--- src/rtl/fir_pkg.sv ---
// Shared constants and types for the time-multiplexed FIR MAC scheduler.
// The datapath width is fixed by the single shared 12x12 multiplier.
package fir_pkg;

  localparam int DW        = 12;
  localparam int NTAPS_DEF = 16;

  typedef enum logic [1:0] {
    IDLE = 2'd0,
    MAC  = 2'd1,
    OUT  = 2'd2
  } fir_state_t;

  // Accumulator width: full product plus log2(NTAPS) guard bits, so the sum cannot overflow.
  function automatic int fir_acc_w(input int ntaps);
    return 2 * DW + $clog2(ntaps);
  endfunction

endpackage

--- src/rtl/mult12x12.sv ---
// Signed 12x12 combinational multiplier shared by every tap of the FIR.
// The full 24-bit product is kept, so -2048 * -2048 = +2^22 is representable.
module mult12x12 (
  input  logic signed [11:0] Din,
  input  logic signed [11:0] Coeff,
  output logic signed [23:0] Product
);

  assign Product = Din * Coeff;

endmodule

--- src/rtl/fir_mac_sched.sv ---
// FIR controller: one multiplier is reused across NTAPS MAC cycles per accepted sample.
// Holds the circular sample delay line, the coefficient file and the IDLE/MAC/OUT sequencer.
module fir_mac_sched
  import fir_pkg::*;
#(
  parameter int NTAPS = NTAPS_DEF,
  parameter int ACC_W = fir_acc_w(NTAPS)
) (
  input  logic                      Clk,
  input  logic                      Rst_n,
  input  logic                      In_Valid,
  output logic                      In_Ready,
  input  logic signed [DW-1:0]      In_Data,
  input  logic                      Coef_We,
  input  logic [$clog2(NTAPS)-1:0]  Coef_Addr,
  input  logic signed [DW-1:0]      Coef_Wdata,
  output logic                      Coef_Err,
  output logic                      Out_Valid,
  input  logic                      Out_Ready,
  output logic signed [ACC_W-1:0]   Out_Data,
  output logic                      Busy
);

  localparam int AW = $clog2(NTAPS);

  localparam logic [1:0] ST_IDLE = IDLE;
  localparam logic [1:0] ST_MAC  = MAC;
  localparam logic [1:0] ST_OUT  = OUT;

  logic [1:0]              state;
  logic                    live;
  logic [AW-1:0]           wr_ptr;
  logic [AW-1:0]           base;
  logic [AW:0]             tap_cnt;
  logic signed [ACC_W-1:0] acc;

  logic signed [DW-1:0]    coef  [NTAPS];
  logic signed [DW-1:0]    dline [NTAPS];

  logic [AW-1:0]           tap_idx;
  logic [AW-1:0]           rd_idx;
  logic signed [DW-1:0]    din;
  logic signed [DW-1:0]    coeff;
  logic signed [2*DW-1:0]  product;
  logic signed [ACC_W-1:0] product_ext;
  logic                    accept;
  logic                    last_done;
  logic                    coef_wr;

  // live keeps In_Ready low while reset is asserted and for the first edge after release.
  assign In_Ready  = live && (state == ST_IDLE);
  assign Busy      = (state != ST_IDLE);
  assign Out_Valid = (state == ST_OUT);
  assign accept    = In_Valid && In_Ready;
  assign coef_wr   = Coef_We && !Busy;

  // tap_cnt carries one extra bit: reaching NTAPS marks the cycle that publishes acc.
  assign tap_idx     = tap_cnt[AW-1:0];
  assign last_done   = tap_cnt[AW];
  assign rd_idx      = base - tap_idx;
  assign din         = dline[rd_idx];
  assign coeff       = coef[tap_idx];
  assign product_ext = {{(ACC_W-2*DW){product[2*DW-1]}}, product};

  mult12x12 u_mult (
    .Din     (din),
    .Coeff   (coeff),
    .Product (product)
  );

  // NOTE: state registers use non-blocking assignments so every flop samples pre-edge values.
  always_ff @(posedge Clk or negedge Rst_n) begin
    if (!Rst_n) begin
      state    <= ST_IDLE;
      live     <= 1'b0;
      wr_ptr   <= '0;
      base     <= '0;
      tap_cnt  <= '0;
      acc      <= '0;
      Out_Data <= '0;
      Coef_Err <= 1'b0;
    end else begin
      live     <= 1'b1;
      Coef_Err <= Coef_We && Busy;
      case (state)
        ST_IDLE: begin
          if (accept) begin
            state   <= ST_MAC;
            base    <= wr_ptr;
            wr_ptr  <= wr_ptr + 1'b1;
            tap_cnt <= '0;
            acc     <= '0;
          end
        end
        ST_MAC: begin
          if (last_done) begin
            Out_Data <= acc;
            state    <= ST_OUT;
          end else begin
            acc     <= acc + product_ext;
            tap_cnt <= tap_cnt + 1'b1;
          end
        end
        ST_OUT: begin
          if (Out_Ready) state <= ST_IDLE;
        end
        default: state <= ST_IDLE;
      endcase
    end
  end

  // NOTE: both arrays are reset because a reset must leave zeroed history and coefficients.
  always_ff @(posedge Clk or negedge Rst_n) begin
    if (!Rst_n) begin
      for (int i = 0; i < NTAPS; i++) begin
        coef[i]  <= '0;
        dline[i] <= '0;
      end
    end else begin
      if (coef_wr) coef[Coef_Addr] <= Coef_Wdata;
      if (accept)  dline[wr_ptr]   <= In_Data;
    end
  end

endmodule

--- config.mk ---
export PLATFORM = sky130hd
export DESIGN_NAME = fir_mac_sched
export DESIGN_NICKNAME = d
export VERILOG_FILES = /design/src/rtl/fir_pkg.sv /design/src/rtl/mult12x12.sv /design/src/rtl/fir_mac_sched.sv
export SDC_FILE = /design/constraint.sdc
export NUM_CORES = 1
export LEC_CHECK = 0
export BUFFER_PORTS_ARGS = -buffer_cell sky130_fd_sc_hd__buf_2
export CORE_MARGIN = 3
export CORE_UTILIZATION = 40
export DETAILED_ROUTE_END_ITERATION = 16
export GPL_ROUTABILITY_DRIVEN = 0
export PLACE_DENSITY = 0.57
export SLEW_MARGIN = 30
export SYNTH_ARGS = -nofsm -noshare
export SYNTH_HDL_FRONTEND = slang
export SYNTH_SLANG_ARGS = --single-unit
--- constraint.sdc ---
create_clock -name Clk -period 22.6 [get_ports Clk]
set_input_delay 0 -clock Clk [delete_from_list [all_inputs] [get_ports Clk]]
set_output_delay 0 -clock Clk [all_outputs]
set_load 0.03 [all_outputs]
# Yosys cells after proc, flatten, opt, wreduce, memory -nomap -nowiden
# Cells that the tools add are included.
[classes]
addsub = 4
n_mul = 1
order_cmp = 6
n_eq_ne = 6
muxes = 22
bitwise = 4
reduce_logical = 15
[op_table]
columns = ["cell", "n"]
rows = [
  ["bitwise mux 192 bit", 2],
  ["binary-select mux 12 bit (select 4 bit)", 2],
  ["demux 12 bit (select 4 bit)", 2],
  ["2-to-1 mux 12 bit", 6],
  ["2-to-1 mux 28 bit", 2],
  ["case mux 28 bit (2 select lines)", 1],
  ["adder 28 x 24 -> 28 bit", 1],
  ["multiplier 12 x 12 -> 24 bit", 1],
  [">= comparator 5 bit, second input constant", 4],
  ["inverter 4 -> 5 bit", 4],
  ["less-than comparator 5 x 1 -> 1 bit, second input constant", 2],
  ["2-to-1 mux 5 bit", 2],
  ["case mux 5 bit (2 select lines)", 1],
  ["logical AND 1 bit", 6],
  ["2-to-1 mux 2 bit", 3],
  ["inequality test 2 bit, second input constant", 3],
  ["case mux 2 bit (3 select lines)", 1],
  ["AND reduction 2 bit", 3],
  ["AND reduction 3 bit", 2],
  ["adder 5 x 1 -> 5 bit, second input constant", 1],
  ["adder 4 x 1 -> 4 bit, second input constant", 1],
  ["nonzero test 2 bit", 2],
  ["subtractor 4 bit", 1],
  ["equality test 2 x 1 -> 1 bit, second input constant", 1],
  ["other kinds (4)", 4],
]
[totals]
ff_bits = 457
input_bits = 33
word_cells = 99

# Longest topological paths before layout
[logic_depth]
word_depth = 9
ltp_mapped = 32
ltp_nobuf = 30

# Cells and area by module
# Synthesis repeated with hierarchy kept, for this count alone.
[unflattened]
hier_cells = 2113
area_unflattened_um2 = 27014.7
[by_module_without_submodules]
columns = ["mod", "instances", "cells_each", "area_per_inst_um2"]
rows = [
  ["fir_mac_sched", 1, 1491, 21573.2],
  ["mult12x12", 1, 622, 5441.5],
]

# Least setup slack after synthesis
# Ideal clock, no wire load.
[synth_timing]
path_type = "reg2reg"
start = "reg tap_cnt[1]"
end = "reg acc[24]"
setup_time_ps = 138
arrival_ps = 7355
path_slack_ps = 15107
stages_incl_launch_ff = 29
path_buffers = 4
cell_sequence = "dfrtp_1 -> buf_2 -> inv_1 -> buf_2 -> fa_1 -> buf_2 -> buf_2 -> mux4_2 -> mux2i_1 -> o21ai_4 -> inv_2 -> nor2_1 -> inv_1 -> fa_1 -> fa_1 -> inv_1 -> fa_1 -> fa_1 -> fa_1 -> ha_1 -> ha_1 -> a21o_1 -> a221oi_2 -> o21bai_1 -> a22oi_2 -> nand2b_1 -> a21oi_1 -> xor2_1 -> o22ai_1"
[synth_via]
elab_chain_cells = 9
[synth_rtl]
columns = ["item", "line_no", "rtl"]
rows = [
  ["start, declared", "fir_mac_sched.sv:34", "logic [AW:0] tap_cnt;"],
  ["start signal, assigned", "fir_mac_sched.sv:101", "tap_cnt <= tap_cnt + 1'b1;"],
  ["subtractor 4 bit", "fir_mac_sched.sv:60", "assign rd_idx = base - tap_idx;"],
  ["inverter 4 -> 5 bit (implied by the code)", "fir_mac_sched.sv:61", "assign din = dline[rd_idx];"],
  ["binary-select mux 12 bit (select 4 bit)", "fir_mac_sched.sv:61", ""],
  ["2-to-1 mux 12 bit (implied by the code) (2 in a row)", "fir_mac_sched.sv:61", ""],
  ["multiplier 12 x 12 -> 24 bit *", "mult12x12.sv:9", "assign Product = Din * Coeff;"],
  ["adder 28 x 24 -> 28 bit *", "fir_mac_sched.sv:100", "acc <= acc + product_ext;"],
  ["2-to-1 mux 28 bit *", "fir_mac_sched.sv:96", "if (last_done) begin"],
  ["case mux 28 bit (2 select lines) *", "fir_mac_sched.sv:85", "case (state)"],
  ["end signal, assigned", "fir_mac_sched.sv:100", ""],
  ["end, declared", "fir_mac_sched.sv:35", "logic signed [ACC_W-1:0] acc;"],
]
# Mark *: on every way between the ends. The rest lies on a longest branch, timed or not. The select of a mux whose other input is x is not followed.
# A chain may end at the register's enable or synchronous reset.

# Worst setup path in the final report
[layout_timing]
start = "reg tap_cnt[1]"
end = "reg acc[19]"
# The elaborated chain is that of the path after synthesis.

==> results.txt <==
status: finished, final reports clean
Critical Path Stages: 27
Routed Antenna Nets: 0
Initial Util: 0.405
FF-to-FF path depth: 27
unrepaired setup endpoints after global routing: no
Post-Syn Instances: 2114
Worst-path clk slew: 60 ps
top_reg_cell synth: dfrtp_1
Slew headroom: 0.330
die area: 71300 µm²
R2R Path Start: tap_cnt[1]$_DFFE_PN0P_
Core Region: 67300 µm²
clk_skew: 31.7 ps
Die H: 267 µm
setup violators final: 0
Max stage delay on crit path: 610 ps
crit-path max FO: 48
Synth area leaders: dfrtp_1, mux2_2, fa_1
most frequent cell after synthesis: dfrtp_1
Seq/Total Area, Yosys: 0.420
Hold Path Class: primary input to asynchronous set/reset pin
CTS Buf Count: 51
fmax: 113 MHz
area grow syn2layout: 11.7%
CTS H-tree depth: 2
setup TNS: 0 ps
Worst Path Buf+Inv: 7
CP endpoint kind: register
r2r setup slk: 13780 ps
Hold Violations, Final: 0
dpl hpwl: 42900 µm
Largest delay share family, worst path: adder cells
critical path data required time: 23070 ps
yosys warns: 0
GRT Total Usage: 0.179
Synth area leader: dfrtp_1
RR Endpoint: acc[19]$_DFFE_PN0P_
final worst path period need: 8820 ps
WS Path Type: register to register
crit share post-route: 0.390
Post-Syn Area: 27300 µm²
routed via count: 16200
synth cell count leaders: dfrtp_1, mux2_2, inv_1
fin nets: 2468
Final Max Tran Viols: 0
Pre-antenna DRT Iters: 7
Top Ports: 65
Post-synth EDFFs: 0
Setup crit end: acc[19]$_DFFE_PN0P_
crit path from: tap_cnt[1]$_DFFE_PN0P_
Synth cell types: 63
CP arrival: 9290 ps
vias in the first global route: 17500
type of origin of the critical path: register
fillcell total: 6107
Worst-Skew Late Latency: 600 ps
PortBufs: 64
die width: 267 µm
#FFs+latches synth: 457
Root Driver: clkbuf_16
wire length per cell: 20.1 µm
global-route wire length before repair: 99900 µm
Initial DRC Count: 938
post-CTS setup buffer count: 0
via-per-instance ratio: 5.24
post-synth top area share: 0.420
syn nets: 2410
layout cell share with drive strength beyond 1: 0.319
CP max stage cell: buf_4
Overflow after GRT: 0
Cell Rows: 95
CTS tree: built
initial antenna violation count: 0
CTS Buffer Depth: 3
final WL: 62000 µm
antenna cell count: 0
max-cap check violation count: 0
pin count of the biggest net entering global routing: 156
PostCTS Resize Cnt: 0
clk sinks: 457
Syn Area/Cell: 12.9 µm²
Crit path top cell by count: fa_1
Tightest Pin Transition: 1000 ps
FFs w/ async S/R, synth: 1.00
DR DRC count: 0
cell usage in the layout (no fill, tap or decap), types with 51 or more instances in the layout:
master,n
dfrtp_1,456
mux2_2,400
inv_1,213
nand2_1,181
fa_1,179
mux4_2,85
ha_1,81
nor2_1,76
buf_2,63
clkbuf_16,51
sequential cells by signal, summed over array words and instances, names as in the netlist:
| register | flops |
|---|---|
| wr_ptr | 4 |
| Out_Data | 28 |
| acc | 28 |
| base | 4 |
| state | 2 |
| Coef_Err | 1 |
| tap_cnt | 5 |
| dline | 192 |
| live | 1 |
| coef | 192 |
through the flow:
step	instances	setup slack (ps)	hold slack [ps]	area (µm²)	utilization
2_1_floorplan	2114	15110	-296	27300	-
3_3_place_gp	2959	13820	43.0	28300	0.421
3_5_place_dp	2962	13800	68.0	28400	0.422
4_1_cts	3080	13740	49.8	30400	0.451
5_1_grt	3083	13320	77.8	30400	0.452
6_report	3083	13780	3.38	30400	0.452
metal layers:
metal	share of wire	up-vias	GRT usage
met4	0.019	0	0.0409
met2	0.50	239	0.308
met3	0.033	68	0.0245
met5	0	-	0
met1	0.45	8561	0.241
li1	-	7283	-
layout make-up:
type | count | area, µm² | share of cell area
Inverter | 220 | 828 | 0.0272
Clock buffer | 78 | 1530 | 0.0502
Multi-Input combinational cell | 1314 | 14400 | 0.474
Clock inverter | 13 | 171 | 0.00563
Tap cell | 873 | 1090 | 0.0359
Timing Repair Buffer | 128 | 940 | 0.0309
Sequential cell | 457 | 11400 | 0.376
how the worst min path moves through the flow:
stage          start                endpoint  slack (ps)  cells after the start
2_1_floorplan  Rst_n      Coef_Err$_DFF_PN0_        -300                      0
3_3_place_gp   Rst_n  dline[148]$_DFFE_PN0P_          40                      1
3_5_place_dp   Rst_n  dline[148]$_DFFE_PN0P_          70                      1
4_1_cts        Rst_n  dline[148]$_DFFE_PN0P_          50                      2
5_1_grt        Rst_n  dline[148]$_DFFE_PN0P_          80                      2
6_report       Rst_n  dline[172]$_DFFE_PN0P_           3                      2
cells by family after synthesis:
kind of cell | count (synthesis) | share of synthesized area
DFF | 457 | 0.420
adders and majority gates | 263 | 0.171
and+or+nand+nor | 346 | 0.0554
AOI/OAI and AO/OA | 154 | 0.0360
other | 1 | 0.000138
xor gates and xnor gates | 36 | 0.0118
buffers and inverters | 343 | 0.0535
muxes | 514 | 0.253
timing repair:
item                       in CTS  in global routing
setup endpoints to repair       0                  0
hold buffers                   27                  0
hold endpoints to repair      476                  0
Power is not shown: default switching activity piles up to over one toggle a cycle in this logic, so the estimate is an artifact.
